--- src/rtl/tx_udp.sv ---
// tx_udp: UDP header framer, streams header then payload on TX_CLK.
// Optional end-of-frame interrupt under TX_UDP_IRQ_EN.
module tx_udp #(
    parameter int OCT = 8
) (
    input  logic             TX_CLK,
    input  logic             rst_n,
    input  logic             func_en,
    input  logic [2*OCT-1:0] src_port,
    input  logic [2*OCT-1:0] dst_port,
    input  logic [2*OCT-1:0] tx_len,
    input  logic             tx_start,
    output logic             tx_busy,
    output logic             tx_payload_rd,
    input  logic [OCT-1:0]   tx_payload_data,
    output logic             tx_udp_data_v,
    output logic [OCT-1:0]   tx_udp_data,
    output logic             tx_udp_irq
);

    localparam int W = 2 * OCT;
    localparam logic [W-1:0] MAX_LEN = W'(16'hFFF7);
    localparam logic [W-1:0] HDR_LEN = W'(8);

    typedef enum logic [2:0] {
        IDLE, SRC_PORT, DST_PORT, DATA_LEN, CHECKSUM, UDP_DATA
    } state_t;

    state_t         state, state_nx;
    logic [W-1:0]   cnt, cnt_nx, cnt_inc;
    logic [W-1:0]   src_q, dst_q, len_q, pay_q;
    logic [W-1:0]   fld;
    logic [OCT-1:0] hdr_byte, data_nx;
    logic           v_nx, rd_nx, accept;

    // busy covers exactly the cycles that carry a valid output byte
    assign tx_busy = tx_udp_data_v;

    assign accept = (state == IDLE) && !tx_udp_data_v && func_en &&
                    tx_start && (tx_len <= MAX_LEN);
    assign cnt_inc = cnt + W'(1);

    // cnt is the index of the next header byte; odd index is the low byte
    always_comb begin
        case (cnt[2:1])
            2'd0:    fld = src_q;
            2'd1:    fld = dst_q;
            2'd2:    fld = len_q;
            default: fld = '0;
        endcase
        hdr_byte = cnt[0] ? fld[OCT-1:0] : fld[W-1:OCT];
    end

    always_comb begin
        state_nx = state;
        cnt_nx   = cnt;
        data_nx  = tx_udp_data;
        v_nx     = tx_udp_data_v;
        rd_nx    = 1'b0;
        if (!func_en) begin
            state_nx = IDLE;
            cnt_nx   = '0;
            v_nx     = 1'b0;
        end else begin
            case (state)
                IDLE: begin
                    v_nx   = 1'b0;
                    cnt_nx = '0;
                    if (accept) begin
                        state_nx = SRC_PORT;
                        cnt_nx   = W'(1);
                        data_nx  = src_port[W-1:OCT];
                        v_nx     = 1'b1;
                    end
                end
                SRC_PORT, DST_PORT, DATA_LEN, CHECKSUM: begin
                    data_nx = hdr_byte;
                    v_nx    = 1'b1;
                    cnt_nx  = cnt_inc;
                    case (cnt[2:0])
                        3'd1: state_nx = DST_PORT;
                        3'd3: state_nx = DATA_LEN;
                        3'd5: state_nx = CHECKSUM;
                        3'd7: begin
                            cnt_nx = '0;
                            if (pay_q == '0) begin
                                state_nx = IDLE;
                            end else begin
                                state_nx = UDP_DATA;
                                rd_nx    = 1'b1;
                            end
                        end
                        default: ;
                    endcase
                end
                UDP_DATA: begin
                    data_nx = tx_payload_data;
                    v_nx    = 1'b1;
                    cnt_nx  = cnt_inc;
                    if (cnt_inc == pay_q) state_nx = IDLE;
                    else                  rd_nx    = 1'b1;
                end
                default: state_nx = IDLE;
            endcase
        end
    end

    always_ff @(posedge TX_CLK or negedge rst_n) begin
        if (!rst_n) begin
            state         <= IDLE;
            cnt           <= '0;
            tx_udp_data   <= '0;
            tx_udp_data_v <= 1'b0;
            tx_payload_rd <= 1'b0;
            src_q         <= '0;
            dst_q         <= '0;
            len_q         <= '0;
            pay_q         <= '0;
        end else begin
            state         <= state_nx;
            cnt           <= cnt_nx;
            tx_udp_data   <= data_nx;
            tx_udp_data_v <= v_nx;
            tx_payload_rd <= rd_nx;
            if (accept) begin
                src_q <= src_port;
                dst_q <= dst_port;
                len_q <= tx_len + HDR_LEN;
                pay_q <= tx_len;
            end
        end
    end

`ifdef TX_UDP_IRQ_EN
    logic done;
    // valid still high while back in IDLE only after a completed frame
    assign done = (state == IDLE) && tx_udp_data_v && func_en;

    always_ff @(posedge TX_CLK or negedge rst_n) begin
        if (!rst_n) tx_udp_irq <= 1'b0;
        else        tx_udp_irq <= done;
    end
`else
    assign tx_udp_irq = 1'b0;
`endif

endmodule

--- config.mk ---
export PLATFORM = sky130hd
export DESIGN_NAME = tx_udp
export DESIGN_NICKNAME = d
export VERILOG_FILES = /design/src/rtl/tx_udp.sv
export SDC_FILE = /design/constraint.sdc
export NUM_CORES = 1
export LEC_CHECK = 0
export ABC_CLOCK_PERIOD_IN_PS = 2100
export BUFFER_PORTS_ARGS = -buffer_cell sky130_fd_sc_hd__buf_2
export CORE_ASPECT_RATIO = 2
export CORE_MARGIN = 3
export CORE_UTILIZATION = 52
export CTS_CLUSTER_SIZE = 24
export DETAILED_ROUTE_END_ITERATION = 8
export GPL_TIMING_DRIVEN = 0
export MAX_ROUTING_LAYER = met4
export PLACE_DENSITY = 0.87
export SLEW_MARGIN = 25
export SYNTH_ARGS = -nofsm -noshare
export SYNTH_HDL_FRONTEND = slang
export SYNTH_SLANG_ARGS = --single-unit
--- constraint.sdc ---
create_clock -name TX_CLK -period 2.1 [get_ports TX_CLK]
set_clock_uncertainty 0.1 [all_clocks]
set_input_delay 0.42 -clock TX_CLK [delete_from_list [all_inputs] [get_ports TX_CLK]]
set_output_delay 0.42 -clock TX_CLK [all_outputs]
set_load 0.02 [all_outputs]
Yosys cells after proc, flatten, opt, wreduce, memory -nomap -nowiden
Cells that the tools add are included.
{ "totals": {"inputBits": 60, "out_inout_bits": 12, "register_bits": 93} }
{ "classes": {"eq_ne": 18, "n_addsub": 2, "n_reduce_logical": 13, "order_cmp": 1, "n_mux": 22} }
{ "ops": {"columns": ["operator", "n"], "rows": [
  ["$pmux 16 s3", 2],
  ["$mux 16", 2],
  ["$pmux 8 s3", 1],
  ["$add 16x1->16 const B", 1],
  ["$add 16x4->16 const B", 1],
  ["$eq 16x16->1", 1],
  ["$le 16x16->1 const B", 1],
  ["$logic_not 16->1", 1],
  ["$mux 8", 2],
  ["$eq 3x3->1 const B", 4],
  ["$mux 3", 4],
  ["$pmux 3 s4", 1],
  ["$eq 3x2->1 const B", 3],
  ["$pmux 3 s3", 1],
  ["$mux 1", 7],
  ["$eq 3x1->1 const B", 2],
  ["$ne 3x3->1 const B", 2],
  ["$ne 6x3->1 const B", 1],
  ["$reduce_and 3->1", 2],
  ["$reduce_or 5->1", 1],
  ["$logic_and 1x1->1", 4],
  ["$ne 4x1->1 const B", 1],
  ["$pmux 1 s2", 2],
  ["$reduce_or 4->1", 1],
  ["8 further kinds", 8]
]} }

Longest topological paths before layout
Gate-level depths: netlist (run 1).
{ "logic_depth": {"depth_word": 8, "mapped_depth": 9, "ltp_nobuf": 8} }

Worst setup path after synthesis (run 1)
Ideal clock, no wire load.
{ "synth_timing": {"kind": "reg2reg", "start": "reg cnt[11]", "end": "reg state[0]", "setup_time_ns": 0.126, "required_time_ns": 1.874, "arrival_ns": 1.955, "slack_ns": -0.081, "path_stages_with_launch": 8, "path_cell_list": "dfrtp_1 -> buf_2 -> xnor2_1 -> or3b_1 -> mux2_1 -> a2111oi_2 -> nor4b_4 -> o21ai_1"} }
{ "synth_between": {"elab_chain_len": 4} }
{ "synth_rtl": {"columns": ["item", "line_no", "source"], "rows": [
  ["start: declaration", "30", "logic [W-1:0] cnt, cnt_nx, cnt_inc;"],
  ["start signal: assignment", "121", "cnt <= cnt_nx;"],
  ["$add 16x1->16", "41", "assign cnt_inc = cnt + W'(1);"],
  ["$eq 16x16->1", "100", "if (cnt_inc == pay_q) state_nx = IDLE;"],
  ["$ne 3x3->1 (no source line)", null, null],
  ["$reduce_and 3->1 (no source line)", null, null],
  ["end signal: assignment", "120", "state <= state_nx;"],
  ["end: declaration", "29", "state_t state, state_nx;"]
]} }
No other way between the ends.
A chain may end at the register's enable or synchronous reset.

Worst setup path in the final report (run 1)
{ "layout_timing": {"start": "reg cnt[2]", "end": "reg tx_payload_rd"} }
{ "layout_between": {"elab_chain_len": 5, "word_cells_on_any_way": 7, "cone_classes": "1 x add/sub; 2 x eq/ne; 4 x mux"} }
{ "layout_rtl": {"columns": ["item", "line_no", "source"], "rows": [
  ["$add 16x1->16", "41", null],
  ["$eq 16x16->1", "100", null],
  ["$mux 1", "100", null],
  ["$pmux 1 s2 (*)", "65", "case (state)"],
  ["$mux 1 (*)", "60", "if (!func_en) begin"],
  ["via rd_nx", "34", "logic v_nx, rd_nx, accept;"],
  ["end signal: assignment", "124", "tx_payload_rd <= rd_nx;"],
  ["end: declaration", "14", "output logic tx_payload_rd,"]
]} }
The timed path passes the listed nets; every way through them passes the cells marked *.

==> results of run 1 <==
how the worst max path moves through the flow:
stage / from / endpoint / slack (ns) / cells past startpoint
floorplan: state[0] / tx_udp_data[0] / 0.005 / 8
global placement: tx_len[7] / src_q[4] / -0.47 / 7
detailed placement: tx_len[7] / src_q[7] / -0.53 / 7
CTS: cnt[1] / tx_payload_rd / -0.27 / 8
global route: cnt[2] / tx_payload_rd / -0.37 / 8
finish: cnt[2] / tx_payload_rd / -0.36 / 8
flip-flops by register name (all words and copies together), names as in the netlist:
name,cells
state,3
pay_q,13
src_q,16
tx_busy,1
len_q,16
cnt,16
dst_q,16
tx_udp_data,8
tx_payload_rd,1
kinds of logic (layout without fill, tap and decap cells):
logic type	count (synthesis)	after routing
AOI/OAI and AO/OA	131	131
and+or+nand+nor	130	130
DFF	90	90
muxes	65	65
buffers and inverters	43	164
xor gates and xnor gates	29	29
adders and majority gates	6	6
other	1	1
metal layers:
metal  part of all wire  vias to the layer above
li1                   -                     2087
met1               0.32                     2360
met2               0.52                      343
met3              0.064                      137
met4              0.092                        0
met5                  0                        -
layout make-up:
class | instances | area [um2]
fillers | 645 | 2917
clock buffers | 10 | 239.0
multi-input cells | 362 | 2897
inverters | 9 | 33.78
repair buffers | 109 | 678.2
plain buffers | 31 | 219.0
clock inverters | 5 | 38.79
flip-flops and latches | 90 | 2262
well taps | 130 | 162.7
cells in the mapped netlist (all sizes together), types with 8 or more instances:
master,instances,share of area
clkbuf,17,0.013
a221oi,9,0.016
o31ai,9,0.013
o21ai,45,0.044
inv,9,0.0067
dfrtp,90,0.44
mux2,57,0.13
nor3,8,0.0099
a22o,8,0.014
a222oi,8,0.016
nor4,8,0.0099
buf,17,0.018
nor2,25,0.019
nand3,20,0.022
mux2i,8,0.016
xnor2,17,0.029
xor2,11,0.019
a21oi,29,0.029
nand2,37,0.027
timing repair:
item | 4_1_cts | 5_1_grt
endpoints found under the hold margin | 41 | 0
setup endpoints to repair | 87 | 86
hold buffers | 1 | 0
buffers inserted | 15 | 23
gates resized for setup | 46 | 33
pin swaps | 14 | 14
power groups by stage:
stage | Sequential, uW | Clock, uW | Combinational [uW]
2_1_floorplan | 2870 | 0 | 1740
3_3_place_gp | 2940 | 0 | 2370
3_5_place_dp | 2980 | 0 | 2490
4_1_cts | 2980 | 1540 | 2650
5_1_grt | 3070 | 1620 | 3060
6_report | 3020 | 1550 | 2860
metrics by stage:
step                      instances  setup WS, ns  power (uW)  hold WS (ns)  cell area (um2)
after global routing            746       -0.3714        7761        0.1884             6530
after detailed placement        695       -0.5276        5466        0.2707             5677
after CTS                       724       -0.2676        7172        0.1873             6252
after floorplan                 495      0.005155        4615       0.02441             5135
after global placement          694       -0.4711        5315        0.3671             5643
final                           746       -0.3612        7437        0.1900             6530
==> run metrics, run 1 <==
GPL Wtd Cong=0.9819; worst path required time=between 2 and 2.5 ns; P_int=4638 uW; Antenna Cells=0; fraction of registers with async set/reset=1.000; worst-path maximum fanout=5; Post-Route Utilization=0.6913; worst path bufs/invs=2; Comb power frac=0.385; I/O Buffers=69; leading cell type in the layout, fill and taps excluded=dfrtp_1; simple-gate share of the synthesized area=0.1386; R2R setup slack=-0.36 ns; Core Box Area=0.009447 mm2; clock transition at the registers of the reported paths=0.07 ns; delay-heaviest family, CP=simple AND/OR/NAND/NOR gates; total grt overflow=0; Min-Delay Path Depth=2; area fraction in compound gates after synthesis=0.1689; initial antenna violation count=0; vias in the first global route=just under 5000; number of CTS-inserted buffers=9; drt wl/cell=around 22 um; met3 global-route usage=0.05048; Initial Util=0.5363; Net Sw Frac=0.3764; most frequent cells in the layout=dfrtp_1, buf_2, buf_4; Die Wd=between 70 and 80 um; DR vias=around 4900; critical path type=flop to flop; Sequential Power Share=0.407; num ports=approximately 70; fraction of layout cells with a size suffix above 1=0.3750; final setup vio count=just over 70; Post-Synth XOR/XNOR Area=0.05285; cell area after synthesis=0.005066 mm2; relative slew slack=0.5223; Mapped Nets=560; Hold EP=dst_q[2]; Hold Crit Class=primary input to flop; reg-to-reg critical path endpoint=tx_payload_rd; GRT Util Overall=0.3059; met2 track demand over resource=0.4927; busiest grt layer=met2; TritonCTS clock tree=done; yosys warns=0; hold path start=dst_port[2]; Worst-Skew Late Latency=roughly 0.35 ns; antenna viol nets, final=0; maxcap violations=0; R2R Path Start=cnt[2]; critical path capture point type=flop; power per cell area=~1100 mW/mm2; RSZ-0062 raised after global routing=yes; worst r2r path cells=8; crit-path cells=buf_6 > and4_1 > buf_6 > nand4_4 > mux2_4 > a2111oi_4 > nor4b_4 > o21ai_2; Static Leakage=0.002807 uW; post-synth cell types=60; Final Max Slew Viols=0; routing usage on met1=0.3195; Die ar.=0.01104 mm2; Adder-Cell Fraction of Synth Area=0.01432; P&R area growth vs syn=28.90%; clock share of power=0.208; ys flop type=dfrtp_1; final setup margin=-0.3612 ns; status=finished, violations left; failing checks=setup timing; Syn Inst Count=between 400 and 500; max incr delay on CP=between 0.4 and 0.5 ns; Final Hold Viols=0; Synth Register Bits=90; Slowest-stage cell, CP=nor4b_4; pin count of the biggest net entering global routing=50; Peak Freq=approximately 410 MHz; final-stage net count=just under 700; routed wire length=between 15000 and 20000 um; CTS Sinks=90; Residual DRC=0; main combinational cell family by area after synthesis=compound AO/OA/AOI/OAI gates; post-synthesis sequential area ratio=0.4446; final worst-path cycle share=1.172; setup_tns=-11.35 ns; drt pass-1 iters=7; DRT iter0 DRCs=approximately 570; Peak supply drop=0.9440 mV; crit path launch type=flop; first-pass GRT wire length=~25000 um; Max H-tree Level=3; CP most frequent cell=buf_6; Vias per Instance=about 6.6; Avg Inst Size Synth=10.23 um2; root buffer cell=clkbuf_16; crit path DAT=2.58 ns; row cnt=50; chip height=~150 um; CTS Buffer Depth=2; fin crit period=approximately 2.5 ns; Tightest Pin Transition=0.7139 ns; mux contribution to synthesized area=0.1425; hpwl dp=11110 um; Post-synth EDFFs=0; Switching Power=between 2000 and 3000 uW
Power figures use the tool's default switching activity.
==> run 2, diff against run 1 <==
CORE_UTILIZATION = 25   (was 52)
CTS_CLUSTER_SIZE = default   (was 24)
PLACE_DENSITY = 0.54   (was 0.87)
==> run 2 against run 1 <==
Against the previous run:
- the flow still finishes with violations (setup timing)
- critical path type unchanged
- non-clock buffer count rose by 10
- clock power up 7%
- sequential cell count unchanged
- final cell count increased by 19%
==> run metrics, run 2 (same netlist as run 1, synthesis figures left out) <==
critical path capture point type=flop; Tightest Pin Transition=0.7786 ns; DR vias=4622; Die Wd=roughly 110 um; Switching Power=about 3000 uW; I/O Buffers=69; power per cell area=about 1100 mW/mm2; most frequent cells in the layout=dfrtp_1, buf_2, buf_4; Residual DRC=0; Vias per Instance=about 5.2; GPL Wtd Cong=between 0.8 and 0.9; Max H-tree Level=3; critical path type=flop to flop; Placed Cells=slightly above 800; pin count of the biggest net entering global routing=slightly above 70; relative slew slack=0.4790; vias in the first global route=just under 5000; final setup margin=-0.2093 ns; worst path required time=roughly 2.2 ns; fraction of layout cells with a size suffix above 1=0.4657; Comb power frac=0.422; Final Hold Viols=0; first-pass GRT wire length=approximately 28000 um; final instance area=roughly 0.0073 mm2; P_int=about 5200 uW; CP Capture Point=state[0]; worst-path maximum fanout=5; worst r2r path cells=7; CP Depth=7; status=finished, violations left; TritonCTS clock tree=done; Peak supply drop=~0.68 mV; delay-heaviest family, CP=simple AND/OR/NAND/NOR gates; Sequential Power Share=0.375; hpwl dp=13050 um; DRT iter0 DRCs=252; Tot Pwr=around 8000 uW; drt wl/cell=20.48 um; Core Box Area=~0.02 mm2; R2R Path Start=cnt[12]; Initial Util=0.2544; P&R area growth vs syn=43.81%; Peak Freq=about 430 MHz; crit path DAT=2.44 ns; Net Sw Frac=0.3668; routed wire length=approximately 18000 um; total grt overflow=0; chip height=207.3 um; crit-path cells=nand4_1 > or4_4 > xnor2_2 > nand4_1 > nor4b_4 > buf_6 > o21ai_2; crit path launch type=flop; Fill cells=approximately 2100; final-stage net count=roughly 690; CTS Buffer Depth=2; final worst-path cycle share=1.100; num ports=72; max incr delay on CP=0.55 ns; drt pass-1 iters=7; worst path bufs/invs=1; Static Leakage=0.003093 uW; Die ar.=between 0.02 and 0.025 mm2; CTS Sinks=90; reg-to-reg critical path endpoint=state[0]; CP most frequent cell=nand4_1; Post-Route Utilization=0.3659; R2R setup slack=-0.21 ns; number of CTS-inserted buffers=9; clock share of power=0.203; post-route insts no fill=a little under 900; antenna viol nets, final=0; final setup vio count=54; GRT Util Overall=0.1690; RSZ-0062 raised after global routing=yes; failing checks=setup timing; Worst-Skew Late Latency=between 0.3 and 0.4 ns; Final Max Slew Viols=0; fin crit period=between 2 and 2.5 ns; initial antenna violation count=0; maxcap violations=0; clock transition at the registers of the reported paths=about 0.07 ns; Antenna Cells=0; Slowest-stage cell, CP=or4_4; root buffer cell=clkbuf_16; setup_tns=-5.588 ns; Hold Crit Class=primary input to flop; placed cell areas=0.005842 mm2; leading cell type in the layout, fill and taps excluded=dfrtp_1; crit path from=cnt[12]; row cnt=73
## run 2: worst min-delay path by stage
stage	from	to	slack [ns]	depth (start not counted)
after floorplan	rst_n	cnt[0]	0.02	0
after global placement	len_q[6]	len_q[6]	0.36	2
after detailed placement	rst_n	tx_payload_rd	0.19	1
after CTS	dst_port[12]	dst_q[12]	0.18	2
after global routing	dst_port[15]	dst_q[15]	0.19	2
final	src_port[3]	src_q[3]	0.19	2
## run 2: layer usage
layer | GRT usage | vias to the layer above | routed length, um
met5 | - | - | 0
met4 | 0.09625 | 0 | 1119
met3 | 0.01774 | 61 | 425
met2 | 0.3198 | 130 | 10550
met1 | 0.1609 | 2319 | 6108
li1 | - | 2112 | -
## run 2: repair_timing
action	CTS	global route
resized for setup	135	60
gates cloned	5	1
pin swaps	22	25
setup buffers	36	9
endpoints found under the hold margin	19	0
endpoints found under the setup margin	87	73
hold buffers	1	0
## run 2: cell type report
cell class | instances | area [um2] | share of cell area
clock inverter | 5 | 62.56 | 0.008587
timing repair buffer | 119 | 843.3 | 0.1157
sequential | 90 | 2265 | 0.3108
clock buffer | 11 | 232.7 | 0.03194
buffer | 31 | 357.8 | 0.04912
tap | 262 | 327.8 | 0.04499
inverter | 9 | 36.28 | 0.004980
multi-input combinational | 362 | 3161 | 0.4338
## run 2: power groups by stage
stage               Clock (uW)  Sequential (uW)  Combinational (uW)
floorplan                    0             2870                1740
global placement             0             3000                2500
detailed placement           0             3030                2540
CTS                       1700             3040                3240
global route              1760             3130                3680
finish                    1660             3060                3440
## run 2: per-stage QoR
stage               setup WS, ns  hold WS [ns]
global route             -0.2955        0.1864
detailed placement       -0.6687        0.1871
CTS                      -0.1993        0.1807
global placement         -0.6872        0.3640
finish                   -0.2093        0.1900
floorplan               0.005155       0.02441
==> run 3, diff against run 2 <==
MAX_ROUTING_LAYER = default   (was met4)
TNS_END_PERCENT = 50   (was default)
==> run 3 against run 2 <==
Against the previous run:
- sequential share of layout area fell by 0.40 points
- wire length rose by 0.30%
- die area did not move
- highest routed layer unchanged
- utilization rose by 0.48 points
- critical endpoint unchanged
- clock power barely moved
- worst setup slack got worse by 0.012 ns
- via count rose by 0.54%
- global-route usage fell by 0.45 points
- count of clock-buffer cells in the layout did not move
- final cell count rose by 0.45%
- sequential cell count did not move
- the run still ends with setup timing left
==> run metrics, run 3 (same netlist as run 1, synthesis figures left out) <==
post-route insts no fill=slightly below 900; Final Max Slew Viols=0; R2R setup slack=-0.22 ns; failing checks=setup timing; chip height=207.3 um; R2R Path Start=cnt[12]; initial antenna violation count=0; hpwl dp=13050 um; worst r2r path cells=7; worst path bufs/invs=1; number of CTS-inserted buffers=9; status=finished, violations left; DR vias=4647; vias in the first global route=4825; met3 WL=around 450 um; Reg area=about 0.0023 mm2; final-stage net count=approximately 690; DRT iter0 DRCs=approximately 340; Comb power frac=0.425; power per cell area=1116 mW/mm2; Initial Util=0.2544; Slowest-stage cell, CP=dfrtp_1; DP Worst Slack=-0.6687 ns; critical path type=flop to flop; CP Capture Point=state[0]; clock transition at the registers of the reported paths=~0.070 ns; DR WL met2=roughly 10000 um; drt wl/cell=20.45 um; Tightest Pin Transition=between 0.7 and 0.8 ns; GPL Wtd Cong=0.8619; I/O Buffers=just under 70; Placed Cells=between 800 and 900; RSZ-0062 raised after global routing=yes; TritonCTS clock tree=done; clock share of power=0.201; CP Depth=7; crit path from=cnt[12]; Antenna Cells=0; Sequential Power Share=0.374; fin crit period=approximately 2.3 ns; most frequent cells in the layout=dfrtp_1, buf_2, buf_4; Hold Crit Class=primary input to flop; P_int=between 5000 and 6000 uW; drt pass-1 iters=6; final setup vio count=70; crit path DAT=between 2 and 2.5 ns; Peak Freq=roughly 430 MHz; Die Wd=106.7 um; worst-path maximum fanout=5; reg-to-reg critical path endpoint=state[0]; final worst-path cycle share=1.105; delay-heaviest family, CP=simple AND/OR/NAND/NOR gates; Die ar.=0.02211 mm2; Switching Power=3023 uW; fraction of layout cells with a size suffix above 1=0.4818; Peak supply drop=about 0.70 mV; relative slew slack=0.4938; CTS Sinks=90; Static Leakage=around 0.0031 uW; worst path required time=approximately 2.2 ns; first-pass GRT wire length=approximately 28000 um; antenna viol nets, final=0; leading cell type in the layout, fill and taps excluded=dfrtp_1; total grt overflow=0; num ports=72; GRT Util Overall=0.1646; crit-path cells=nand3_2 > nor4_4 > xnor2_2 > a2111oi_4 > nor4b_4 > buf_6 > o21ai_2; Net Sw Frac=0.3669; Vias per Instance=~5.2; critical path capture point type=flop; Residual DRC=0; row cnt=73; multi-input combinational cell area=0.003173 mm2; routed wire length=roughly 18000 um; Worst-Skew Late Latency=roughly 0.35 ns; top layer in use=met4; Final Hold Viols=0; max incr delay on CP=between 0.5 and 0.6 ns; Metal-1 WL=slightly above 6000 um; final setup margin=-0.2212 ns; Core Box Area=roughly 0.02 mm2; Max H-tree Level=3; pin count of the biggest net entering global routing=72; crit path launch type=flop; P&R area growth vs syn=45.69%; Fill cells=about 2100; Post-Route Utilization=0.3707; maxcap violations=0; CTS Buffer Depth=2; root buffer cell=clkbuf_16
[run 3: changes by cell type in the layout (fill, tap and decap cells not counted), sizes merged]
cell	previous run	this run
buf	137	141
[run 3: area by class of cell]
class                   instances  share of cell area
plain buffers                  32             0.05170
clock buffers                  11             0.03153
clock inverters                 5            0.008476
inverters                       9            0.004916
multi-input cells             362              0.4299
flip-flops and latches         90              0.3068
well taps                     262             0.04441
repair buffers                122              0.1222
[run 3: worst reg2reg max path, delay by kind of cell, from the launching register on]
kind / cells / cell delay (ns)
flip-flops: 1 / 0.52
AND/OR/NAND/NOR: 3 / 0.85
AO/OA/AOI/OAI: 2 / 0.43
XOR/XNOR: 1 / 0.14
buffers and inverters: 1 / 0.16
[run 3: worst min-delay path by stage]
stage	start	slack, ns	cells after the start	to
after global routing	dst_port[15]	0.19	2	dst_q[15]
after global placement	len_q[6]	0.36	2	len_q[6]
after floorplan	rst_n	0.02	0	cnt[0]
after CTS	dst_port[12]	0.18	2	dst_q[12]
after detailed placement	rst_n	0.19	1	tx_payload_rd
final	src_port[3]	0.19	2	src_q[3]
[run 3: metal layers]
layer / vias up / global-route usage
li1: 2113 / -
met1: 2324 / 0.1579
met2: 141 / 0.3213
met3: 69 / 0.02054
met4: 0 / 0.09757
met5: - / 0
[run 3: timing repair]
item / 4_1_cts / 5_1_grt
resized for setup: 138 / 69
pin swaps: 22 / 24
endpoints found under the setup margin: 87 / 83
gates cloned: 5 / 1
hold endpoints to repair: 19 / 0
hold buffers: 1 / 0
setup buffers: 36 / 10
[run 3: stage by stage]
step / setup TNS [ns] / power (uW) / instance area, um2 / hold WS, ns
final: -8.546 / 8240 / 7381 / 0.1906
after global placement: -89.78 / 5498 / 5808 / 0.3640
after CTS: -4.027 / 7989 / 7043 / 0.1807
after detailed placement: -45.91 / 5563 / 5842 / 0.1871
after global routing: -9.641 / 8643 / 7381 / 0.1852
after floorplan: 0 / 4615 / 5135 / 0.02441
[run 3: power by group through the flow]
stage	sequential [uW]	combinational [uW]	clock, uW
floorplan	2870	1740	0
global placement	3000	2500	0
detailed placement	3030	2540	0
CTS	3040	3250	1700
global route	3140	3750	1760
finish	3080	3500	1660
